$ cat src/rtl/alu_share_arbiter.sv
`default_nettype none
// ---------------------------------------------------------------------------
// alu_share_arbiter : round-robin sharing of one combinational ALU between
// the execute stage (req 0) and the debug/loader port (req 1).
// Optional macro ALU_ARB_STATS_EN adds per-requester grant counters. Rev 1.0
// ---------------------------------------------------------------------------
module alu_share_arbiter #(
  parameter int CTRL_W = 12,
  parameter int DATA_W = 32
) (
  input  logic                clk,
  input  logic                rst_n,
  input  logic                req0_valid,
  output logic                req0_ready,
  input  logic [CTRL_W-1:0]   req0_ctrl,
  input  logic [4*DATA_W-1:0] req0_opnd,
  input  logic                req1_valid,
  output logic                req1_ready,
  input  logic [CTRL_W-1:0]   req1_ctrl,
  input  logic [4*DATA_W-1:0] req1_opnd,
  output logic                rsp0_valid,
  input  logic                rsp0_ready,
  output logic [DATA_W-1:0]   rsp0_result,
  output logic                rsp0_zero,
  output logic                rsp0_branch,
  output logic                rsp1_valid,
  input  logic                rsp1_ready,
  output logic [DATA_W-1:0]   rsp1_result,
  output logic                rsp1_zero,
  output logic                rsp1_branch,
  output logic [CTRL_W-1:0]   alu_ctrl,
  output logic [DATA_W-1:0]   alu_rd1,
  output logic [DATA_W-1:0]   alu_rd2,
  output logic [DATA_W-1:0]   alu_pc,
  output logic [DATA_W-1:0]   alu_imm,
  input  logic [DATA_W-1:0]   alu_result,
  input  logic                alu_zero,
  input  logic                alu_branch,
`ifdef ALU_ARB_STATS_EN
  input  logic                stats_clr,
  output logic [31:0]         grant_cnt0,
  output logic [31:0]         grant_cnt1,
`endif
  output logic                busy
);

  localparam logic [1:0] IDLE = 2'd0;
  localparam logic [1:0] EXEC = 2'd1;
  localparam logic [1:0] RESP = 2'd2;

  logic [1:0]               state_q, state_d;
  logic                     last_q, last_d;
  logic                     winner_q, winner_d;
  logic [CTRL_W-1:0]        alu_ctrl_q, alu_ctrl_d;
  logic [4*DATA_W-1:0]      alu_opnd_q, alu_opnd_d;
  logic [1:0]               rsp_valid_q, rsp_valid_d;
  logic [1:0]               rsp_zero_q, rsp_zero_d;
  logic [1:0]               rsp_branch_q, rsp_branch_d;
  logic [1:0][DATA_W-1:0]   rsp_result_q, rsp_result_d;
  logic                     grant0, grant1, rsp_taken;

  // last_q = 1 means requester 1 was granted last, so requester 0 wins a tie.
  assign grant0    = rst_n && (state_q == IDLE) && req0_valid && (!req1_valid || last_q);
  assign grant1    = rst_n && (state_q == IDLE) && req1_valid && (!req0_valid || !last_q);
  assign rsp_taken = winner_q ? rsp1_ready : rsp0_ready;

  always_comb begin
    state_d      = state_q;
    last_d       = last_q;
    winner_d     = winner_q;
    alu_ctrl_d   = alu_ctrl_q;
    alu_opnd_d   = alu_opnd_q;
    rsp_valid_d  = rsp_valid_q;
    rsp_zero_d   = rsp_zero_q;
    rsp_branch_d = rsp_branch_q;
    rsp_result_d = rsp_result_q;
    case (state_q)
      IDLE: begin
        if (grant0 || grant1) begin
          winner_d   = grant1;
          last_d     = grant1;
          alu_ctrl_d = grant1 ? req1_ctrl : req0_ctrl;
          alu_opnd_d = grant1 ? req1_opnd : req0_opnd;
          state_d    = EXEC;
        end
      end
      EXEC: begin
        rsp_valid_d[winner_q]  = 1'b1;
        rsp_result_d[winner_q] = alu_result;
        rsp_zero_d[winner_q]   = alu_zero;
        rsp_branch_d[winner_q] = alu_branch;
        state_d                = RESP;
      end
      RESP: begin
        if (rsp_taken) begin
          rsp_valid_d[winner_q] = 1'b0;
          state_d               = IDLE;
        end
      end
      default: state_d = IDLE;
    endcase
  end

  always_ff @(posedge clk or negedge rst_n) begin
    if (!rst_n) begin
      state_q      <= IDLE;
      last_q       <= 1'b1;
      winner_q     <= 1'b0;
      alu_ctrl_q   <= '0;
      alu_opnd_q   <= '0;
      rsp_valid_q  <= '0;
      rsp_zero_q   <= '0;
      rsp_branch_q <= '0;
      rsp_result_q <= '0;
    end else begin
      state_q      <= state_d;
      last_q       <= last_d;
      winner_q     <= winner_d;
      alu_ctrl_q   <= alu_ctrl_d;
      alu_opnd_q   <= alu_opnd_d;
      rsp_valid_q  <= rsp_valid_d;
      rsp_zero_q   <= rsp_zero_d;
      rsp_branch_q <= rsp_branch_d;
      rsp_result_q <= rsp_result_d;
    end
  end

  // Operand bundle is packed {pc, imm32, read_data_2, read_data_1}.
  assign alu_ctrl    = alu_ctrl_q;
  assign alu_rd1     = alu_opnd_q[DATA_W-1:0];
  assign alu_rd2     = alu_opnd_q[2*DATA_W-1:DATA_W];
  assign alu_imm     = alu_opnd_q[3*DATA_W-1:2*DATA_W];
  assign alu_pc      = alu_opnd_q[4*DATA_W-1:3*DATA_W];
  assign req0_ready  = grant0;
  assign req1_ready  = grant1;
  assign rsp0_valid  = rsp_valid_q[0];
  assign rsp0_result = rsp_result_q[0];
  assign rsp0_zero   = rsp_zero_q[0];
  assign rsp0_branch = rsp_branch_q[0];
  assign rsp1_valid  = rsp_valid_q[1];
  assign rsp1_result = rsp_result_q[1];
  assign rsp1_zero   = rsp_zero_q[1];
  assign rsp1_branch = rsp_branch_q[1];
  assign busy        = (state_q != IDLE);

`ifdef ALU_ARB_STATS_EN
  logic [31:0] cnt0_q, cnt0_d, cnt1_q, cnt1_d;

  // Clear wins over a same-cycle grant.
  always_comb begin
    cnt0_d = stats_clr ? 32'd0 : cnt0_q + {31'd0, grant0};
    cnt1_d = stats_clr ? 32'd0 : cnt1_q + {31'd0, grant1};
  end

  always_ff @(posedge clk or negedge rst_n) begin
    if (!rst_n) begin
      cnt0_q <= '0;
      cnt1_q <= '0;
    end else begin
      cnt0_q <= cnt0_d;
      cnt1_q <= cnt1_d;
    end
  end

  assign grant_cnt0 = cnt0_q;
  assign grant_cnt1 = cnt1_q;
`endif

endmodule
`default_nettype wire

$ cat config.mk
export PLATFORM = sky130hd
export DESIGN_NAME = alu_share_arbiter
export DESIGN_NICKNAME = d
export VERILOG_FILES = /design/src/rtl/alu_share_arbiter.sv
export SDC_FILE = /design/constraint.sdc
export NUM_CORES = 1
export LEC_CHECK = 0
export CAP_MARGIN = 5
export CORE_AREA = 5 5 206 208
export DETAILED_ROUTE_END_ITERATION = 10
export DIE_AREA = 0 0 211 213
export GPL_TIMING_DRIVEN = 0
export PLACE_DENSITY = 0.56
export SYNTH_ARGS = -nofsm -noshare
export SYNTH_HDL_FRONTEND = slang
export SYNTH_SLANG_ARGS = --single-unit
$ cat constraint.sdc
create_clock -name clk -period 1.75 [get_ports clk]
set_input_delay 0.35 -clock clk [delete_from_list [all_inputs] [get_ports clk]]
set_output_delay 0.35 -clock clk [all_outputs]
set_load 0.02 [all_outputs]
== Word level (Yosys, flattened, before mapping) ==
Cells that the tools add are included.

* Logic and storage cells: 52
* Flip-flop bits (word level): 214
* Input bits: 320
* Output and inout bits: 213

* Reductions and logical operators: 18
* Magnitude comparators: 2
* Bitwise operators: 3
* Eq/ne operators: 4
* Muxes and demuxes: 15

{| class="wikitable"
|+ Operators with widths
! operator !! number
|-
| 128-bit 2-to-1 mux || 1
|-
| 64-bit bitwise mux || 1
|-
| 32-bit demux with 1-bit select || 1
|-
| 32-bit 2-to-1 mux || 1
|-
| 12-bit 2-to-1 mux || 1
|-
| 1-bit logical AND || 6
|-
| 2-bit 2-to-1 mux || 3
|-
| 2-bit one-hot mux with 3 select lines || 1
|-
| 2-bit AND reduction || 3
|-
| 2-bit bitwise mux || 2
|-
| 2-bit one-hot mux with 2 select lines || 1
|-
| 2-bit nonzero test || 2
|-
| 1-bit logical NOT || 3
|-
| 1-bit logical OR || 3
|-
| 2-bit bitwise AND || 1
|-
| 2-bit by 1-bit equality test with 1-bit output, second input constant || 1
|-
| 2-bit equality test, second input constant || 1
|-
| 2-bit logical NOT || 1
|-
| 1-bit by 2-bit < comparator with 1-bit output, second input constant || 1
|-
| 1-bit 2-to-1 mux || 2
|-
| 2-bit by 1-bit != test with 1-bit output, second input constant || 1
|-
| 2-bit != test, second input constant || 1
|-
| 2-bit NOT || 1
|-
| 2-bit OR || 1
|-
| 2 further kinds || 2
|}

== Logic depth before layout (Yosys ltp) ==
* Depth after elaboration: 8
* Gate-level depth with buffers: 7
* Mapped depth without buffers: 3

== Worst setup path after synthesis ==
Ideal clock, no wire load.

* Kind: register to output
* Start point: register state_q[1]
* End point: output req1_ready
* Arrival time: 1.251 ns
* Stages on the path, launching flop included: 5
* Buffers on the path: 2
* Setup slack: 0.149 ns
* Required time: 1.400 ns
* Cells stage by stage: dfrtp_1 -> nand4bb_1 -> buf_2 -> buf_4 -> nor2_1

* Word-level cells in the longest chain between the ends: 4

{| class="wikitable"
|+ RTL lines
! what !! RTL line !! source
|-
| start, declared || 51 || <nowiki>logic [1:0] state_q, state_d;</nowiki>
|-
| start signal, assigned || 116 || <nowiki>state_q <= state_d;</nowiki>
|-
| 2-bit logical NOT || 64 || <nowiki>assign grant1 = rst_n && (state_q == IDLE) && req1_valid && (!req0_valid || !last_q);</nowiki>
|-
| 1-bit logical AND (3 in a row) || 64 ||
|-
| end, declared || 18 || <nowiki>output logic req1_ready,</nowiki>
|}

Every way passes these cells.

== Worst setup path after layout ==
Same ends and word-level chain as after synthesis.

==> flow_results.xml <==
<?xml version="1.0" encoding="UTF-8"?>
<metrics>
  <group name="status">
    <metric name="run_status" unit="">complete, but fails checks</metric>
    <metric name="failed_checks" unit="">setup timing</metric>
  </group>
  <group name="synthesis">
    <metric name="yosys.area.top_type" unit="">sky130_fd_sc_hd__dfrtp_1</metric>
    <metric name="synth_cell_types" unit="">27</metric>
    <metric name="synthesized_net_count" unit="">1322</metric>
    <metric name="post_synth.cell_area_avg" unit="um2">10.4</metric>
    <metric name="synth-edff-count" unit="">0</metric>
    <metric name="synth_async_sr_flop_share" unit="">1.00</metric>
    <metric name="yosys-top-cells-area" unit="">sky130_fd_sc_hd__dfrtp_1 51%, sky130_fd_sc_hd__nand4b_1 12%, sky130_fd_sc_hd__a31oi_1 8.4%</metric>
    <metric name="postSynthCellCount" unit="">1002</metric>
    <metric name="seq_area_frac_synth" unit="">0.514</metric>
    <metric name="synthesis.yosys.warnings" unit="">0</metric>
    <metric name="post-synth-top-count-cell" unit="">sky130_fd_sc_hd__dfrtp_1</metric>
    <metric name="yosys.area.top_type_share" unit="">0.512</metric>
    <metric name="synthesis.area" unit="um2">10400</metric>
    <metric name="synth_flop_cell" unit="">sky130_fd_sc_hd__dfrtp_1</metric>
    <metric name="synth_commonest_cells" unit="">213 x sky130_fd_sc_hd__dfrtp_1, 143 x sky130_fd_sc_hd__a21oi_1, 140 x sky130_fd_sc_hd__a31oi_1, 140 x sky130_fd_sc_hd__o21ai_0, 138 x sky130_fd_sc_hd__nand4b_1</metric>
    <metric name="synth-seq-cells" unit="">214</metric>
  </group>
  <group name="final_layout">
    <metric name="areaGrowthSynthToFinish" unit="%">93.2</metric>
    <metric name="layout-drive-gt1-share" unit="">0.256</metric>
    <metric name="layout.cells.non_filler" unit="">2215</metric>
    <metric name="finalNetCount" unit="">1980</metric>
    <metric name="fill_cells" unit="">3847</metric>
  </group>
  <group name="sta">
    <metric name="post-route-worst-setup-slack" unit="ns">-0.285</metric>
    <metric name="max_clock_freq" unit="GHz">0.491</metric>
    <metric name="rsz0062_at_grt" unit="">yes</metric>
    <metric name="finalHoldViolations" unit="">0</metric>
    <metric name="maxSlewViolCount" unit="">0</metric>
    <metric name="timing.slew.headroom" unit="">0.415</metric>
    <metric name="worst_clock_skew" unit="ns">0.0177</metric>
    <metric name="finalCriticalPeriod" unit="ns">2.03</metric>
    <metric name="layout_worst_path_cycle_share" unit="">1.16</metric>
    <metric name="worst_slew_pin_slew" unit="ns">0.877</metric>
    <metric name="fin_setup_tns" unit="ns">-20.92</metric>
    <metric name="final-setup-viol-count" unit="">157</metric>
  </group>
  <group name="detailed_routing">
    <metric name="detail_route.vias_per_cell" unit="">5.26</metric>
    <metric name="antenna_violating_nets_post_route" unit="">0</metric>
    <metric name="initialDrtViolationCount" unit="">618</metric>
    <metric name="detail_route.drc_violations" unit="">0</metric>
    <metric name="post_drt_wl_per_cell" unit="um">24.8</metric>
    <metric name="firstDrtPassIters" unit="">5</metric>
    <metric name="vias" unit="">11700</metric>
    <metric name="wl_final" unit="um">54900</metric>
  </group>
  <group name="pwr">
    <metric name="peakVddDrop" unit="mV">0.798</metric>
    <metric name="net-switching-power" unit="uW">13000</metric>
    <metric name="switching_share" unit="">0.409</metric>
    <metric name="power_frac_seq" unit="">0.282</metric>
    <metric name="power_leakage" unit="uW">0.00779</metric>
    <metric name="power_frac_comb" unit="">0.546</metric>
    <metric name="power_density" unit="nW/um2">1580</metric>
    <metric name="design_internal_power" unit="uW">18900</metric>
    <metric name="clkPwrFrac" unit="">0.171</metric>
  </group>
  <group name="clocking">
    <metric name="clock_tree_from_tritoncts" unit="">done</metric>
    <metric name="cts.root.buffer_cell" unit="">sky130_fd_sc_hd__clkbuf_16</metric>
    <metric name="total_number_of_h_tree_levels" unit="">1</metric>
    <metric name="clkSlewWorstSetupHoldPaths" unit="ns">0.06</metric>
    <metric name="cts.sinks" unit="">214</metric>
    <metric name="clock_insertion_delay_worst_skew" unit="ns">0.54</metric>
    <metric name="cts-buffers-inserted" unit="">26</metric>
    <metric name="clk_path_buf_depth" unit="">3</metric>
  </group>
  <group name="global_route">
    <metric name="grt_max_degree" unit="">59</metric>
    <metric name="overflow" unit="">0</metric>
    <metric name="via_count_of_the_first_global_routing_pass" unit="">11900</metric>
    <metric name="grt_first_pass_wirelength" unit="um">77400</metric>
    <metric name="grt_util_all_layers" unit="">0.223</metric>
    <metric name="grt_antenna_before_repair" unit="">6</metric>
  </group>
  <group name="min_path">
    <metric name="hold_start" unit="">req0_opnd[68]</metric>
    <metric name="hold_path_class" unit="">in2reg</metric>
    <metric name="min_to" unit="">alu_opnd_q[68]$_DFFE_PN0P_</metric>
    <metric name="hold_depth" unit="">3</metric>
  </group>
  <group name="critical_path">
    <metric name="timing.critical_path.buf_inv" unit="">3</metric>
    <metric name="critPathLaunchType" unit="">flop</metric>
    <metric name="regToRegEndpoint" unit="">alu_ctrl[10]$_DFFE_PN0P_</metric>
    <metric name="critical_path_class" unit="">reg2out</metric>
    <metric name="cpMostUsedCell" unit="">sky130_fd_sc_hd__buf_6</metric>
    <metric name="worst_r2r_path_depth" unit="">11</metric>
    <metric name="critical-path-max-stage-delay" unit="ns">0.43</metric>
    <metric name="critical_path_endpoint_category" unit="">primary output</metric>
    <metric name="worstPathMaxFanout" unit="">4</metric>
    <metric name="r2r_start" unit="">state_q[0]$_DFFE_PN0P_</metric>
    <metric name="critPathTopFamily" unit="">flip-flops</metric>
    <metric name="crit_arrival" unit="ns">1.68</metric>
    <metric name="cp_cell_sequence" unit="">nand4bb_1 &gt; buf_6 &gt; buf_12 &gt; nor2_4 &gt; buf_6</metric>
    <metric name="ff2ff_setup_slack" unit="ns">-0.23</metric>
    <metric name="worst_path_max_delay_cell" unit="">sky130_fd_sc_hd__dfrtp_2</metric>
    <metric name="cp.required" unit="ns">1.40</metric>
  </group>
  <group name="floorplanning">
    <metric name="top_level_ports" unit="">533</metric>
    <metric name="floorplan.rows" unit="">74</metric>
    <metric name="area_of_the_placeable_core" unit="um2">40400</metric>
    <metric name="initial_utilization" unit="">0.258</metric>
    <metric name="design.die.area" unit="um2">44900</metric>
    <metric name="die_width" unit="um">211</metric>
    <metric name="die_height" unit="um">213</metric>
  </group>
  <group name="placed_design">
    <metric name="placed_cells" unit="">2067</metric>
    <metric name="placement.io_buffers" unit="">532</metric>
    <metric name="dp_hpwl" unit="um">37200</metric>
    <metric name="gp_congestion" unit="">0.874</metric>
  </group>
  <group name="run">
    <metric name="maxCapViolCount" unit="">0</metric>
  </group>
</metrics>
[metal layers]
layer,vias up,part of all wire,GRT usage
met2,561,0.49,0.383
met5,-,0.00046,0
met3,81,0.086,0.0636
met4,4,0.023,0.0510
met1,5804,0.40,0.279
li1,5211,-,-
[worst max-delay path by stage]
stage / from / end / cells past startpoint
2_1_floorplan: state_q[1]$_DFFE_PN0P_ / req1_ready / 4
3_3_place_gp: rst_n / alu_opnd_q[10]$_DFFE_PN0P_ / 1
3_5_place_dp: rst_n / req0_ready / 8
4_1_cts: last_q$_DFFE_PN1P_ / req1_ready / 5
5_1_grt: state_q[0]$_DFFE_PN0P_ / req0_ready / 6
6_report: state_q[1]$_DFFE_PN0P_ / req1_ready / 5
[power by group through the flow]
stage	registers (uW)	logic, uW	clock network [uW]
6_report	9010	17400	5470
5_1_grt	9260	18400	5770
4_1_cts	8780	16100	5570
3_5_place_dp	8870	15300	0
3_3_place_gp	8830	15200	0
2_1_floorplan	11600	4460	0
[tightest hold or removal path, delay by kind of cell]
| family | cells | cell delay (ns) |
|---|---|---|
| buffers and inverters | 1 | 0.39 |
| AOI/OAI and AO/OA | 2 | 0.14 |
[cell type report]
| cell class | instances | area, um2 | share of cell area |
|---|---|---|---|
| repair buffers | 636 | 7020 | 0.349 |
| clock inverters | 7 | 45.0 | 0.00224 |
| plain buffers | 126 | 1080 | 0.0537 |
| inverters | 2 | 7.51 | 0.000373 |
| flip-flops and latches | 214 | 5360 | 0.266 |
| clock buffers | 40 | 815 | 0.0405 |
| multi-input cells | 654 | 5130 | 0.255 |
| diodes | 4 | 10.0 | 0.000497 |
| well taps | 532 | 666 | 0.0331 |
[registers in the layout (all words and copies together), names as in the netlist, named ones only]
signal        count
rsp1_result      32
last_q            1
state_q           2
alu_ctrl         12
alu_opnd_q      128
winner_q          1
rsp0_result      32
rsp_branch_q      2
rsp_zero_q        2
[logic make-up after synthesis]
family                 share of synthesized area
AO/OA/AOI/OAI                              0.222
buffers and inverters                     0.0610
flip-flops                                 0.514
multiplexers                              0.0746
AND/OR/NAND/NOR                            0.129
[stage by stage]
| stage | worst slack, ns | util | instance area [um2] | hold slack [ns] | power [uW] |
|---|---|---|---|---|---|
| after floorplan | 0.149 | - | 10400 | 0.0544 | 16100 |
| after detailed placement | -2.07 | 0.407 | 16400 | 0.466 | 24100 |
| final | -0.285 | 0.499 | 20100 | 0.376 | 31900 |
| after global placement | -9.42 | 0.406 | 16400 | 0.487 | 24000 |
| after global routing | -0.374 | 0.499 | 20100 | 0.378 | 33400 |
| after CTS | -0.347 | 0.471 | 19000 | 0.356 | 30400 |
[placed cells by master, fill, tap and decap left out, types with 3 or more instances in the layout]
master                            count
sky130_fd_sc_hd__buf_12              24
sky130_fd_sc_hd__dlygate4sd2_1      208
sky130_fd_sc_hd__diode_2              4
sky130_fd_sc_hd__o21ai_2              3
sky130_fd_sc_hd__clkbuf_2            24
sky130_fd_sc_hd__buf_2                4
sky130_fd_sc_hd__nor2_1               4
sky130_fd_sc_hd__dlygate4sd3_1        3
sky130_fd_sc_hd__bufbuf_16            3
sky130_fd_sc_hd__buf_6               19
sky130_fd_sc_hd__mux2_2              50
sky130_fd_sc_hd__buf_4               29
sky130_fd_sc_hd__clkdlybuf4s50_1    318
sky130_fd_sc_hd__a21oi_2             96
sky130_fd_sc_hd__clkbuf_1            45
sky130_fd_sc_hd__a21oi_4             10
sky130_fd_sc_hd__clkbuf_4             5
sky130_fd_sc_hd__dfrtp_1            211
sky130_fd_sc_hd__clkbuf_16           47
sky130_fd_sc_hd__clkinv_2             4
sky130_fd_sc_hd__a31oi_1            135
sky130_fd_sc_hd__o21ai_0            134
sky130_fd_sc_hd__clkbuf_8            12
sky130_fd_sc_hd__a21oi_1             37
sky130_fd_sc_hd__buf_16              24
sky130_fd_sc_hd__nand4b_1           138
sky130_fd_sc_hd__a31oi_4              5
sky130_fd_sc_hd__buf_8               33
sky130_fd_sc_hd__mux2_4              19
[what timing repair did]
item                                    4_1_cts  5_1_grt
hold endpoints to repair                    127        0
gates cloned                                 25       19
buffers inserted                             42       21
endpoints found under the setup margin      386      205
hold buffers                                  5        0
gates resized for setup                     444      195
pin swaps                                    20       53
(Power assumes the default switching activity.)
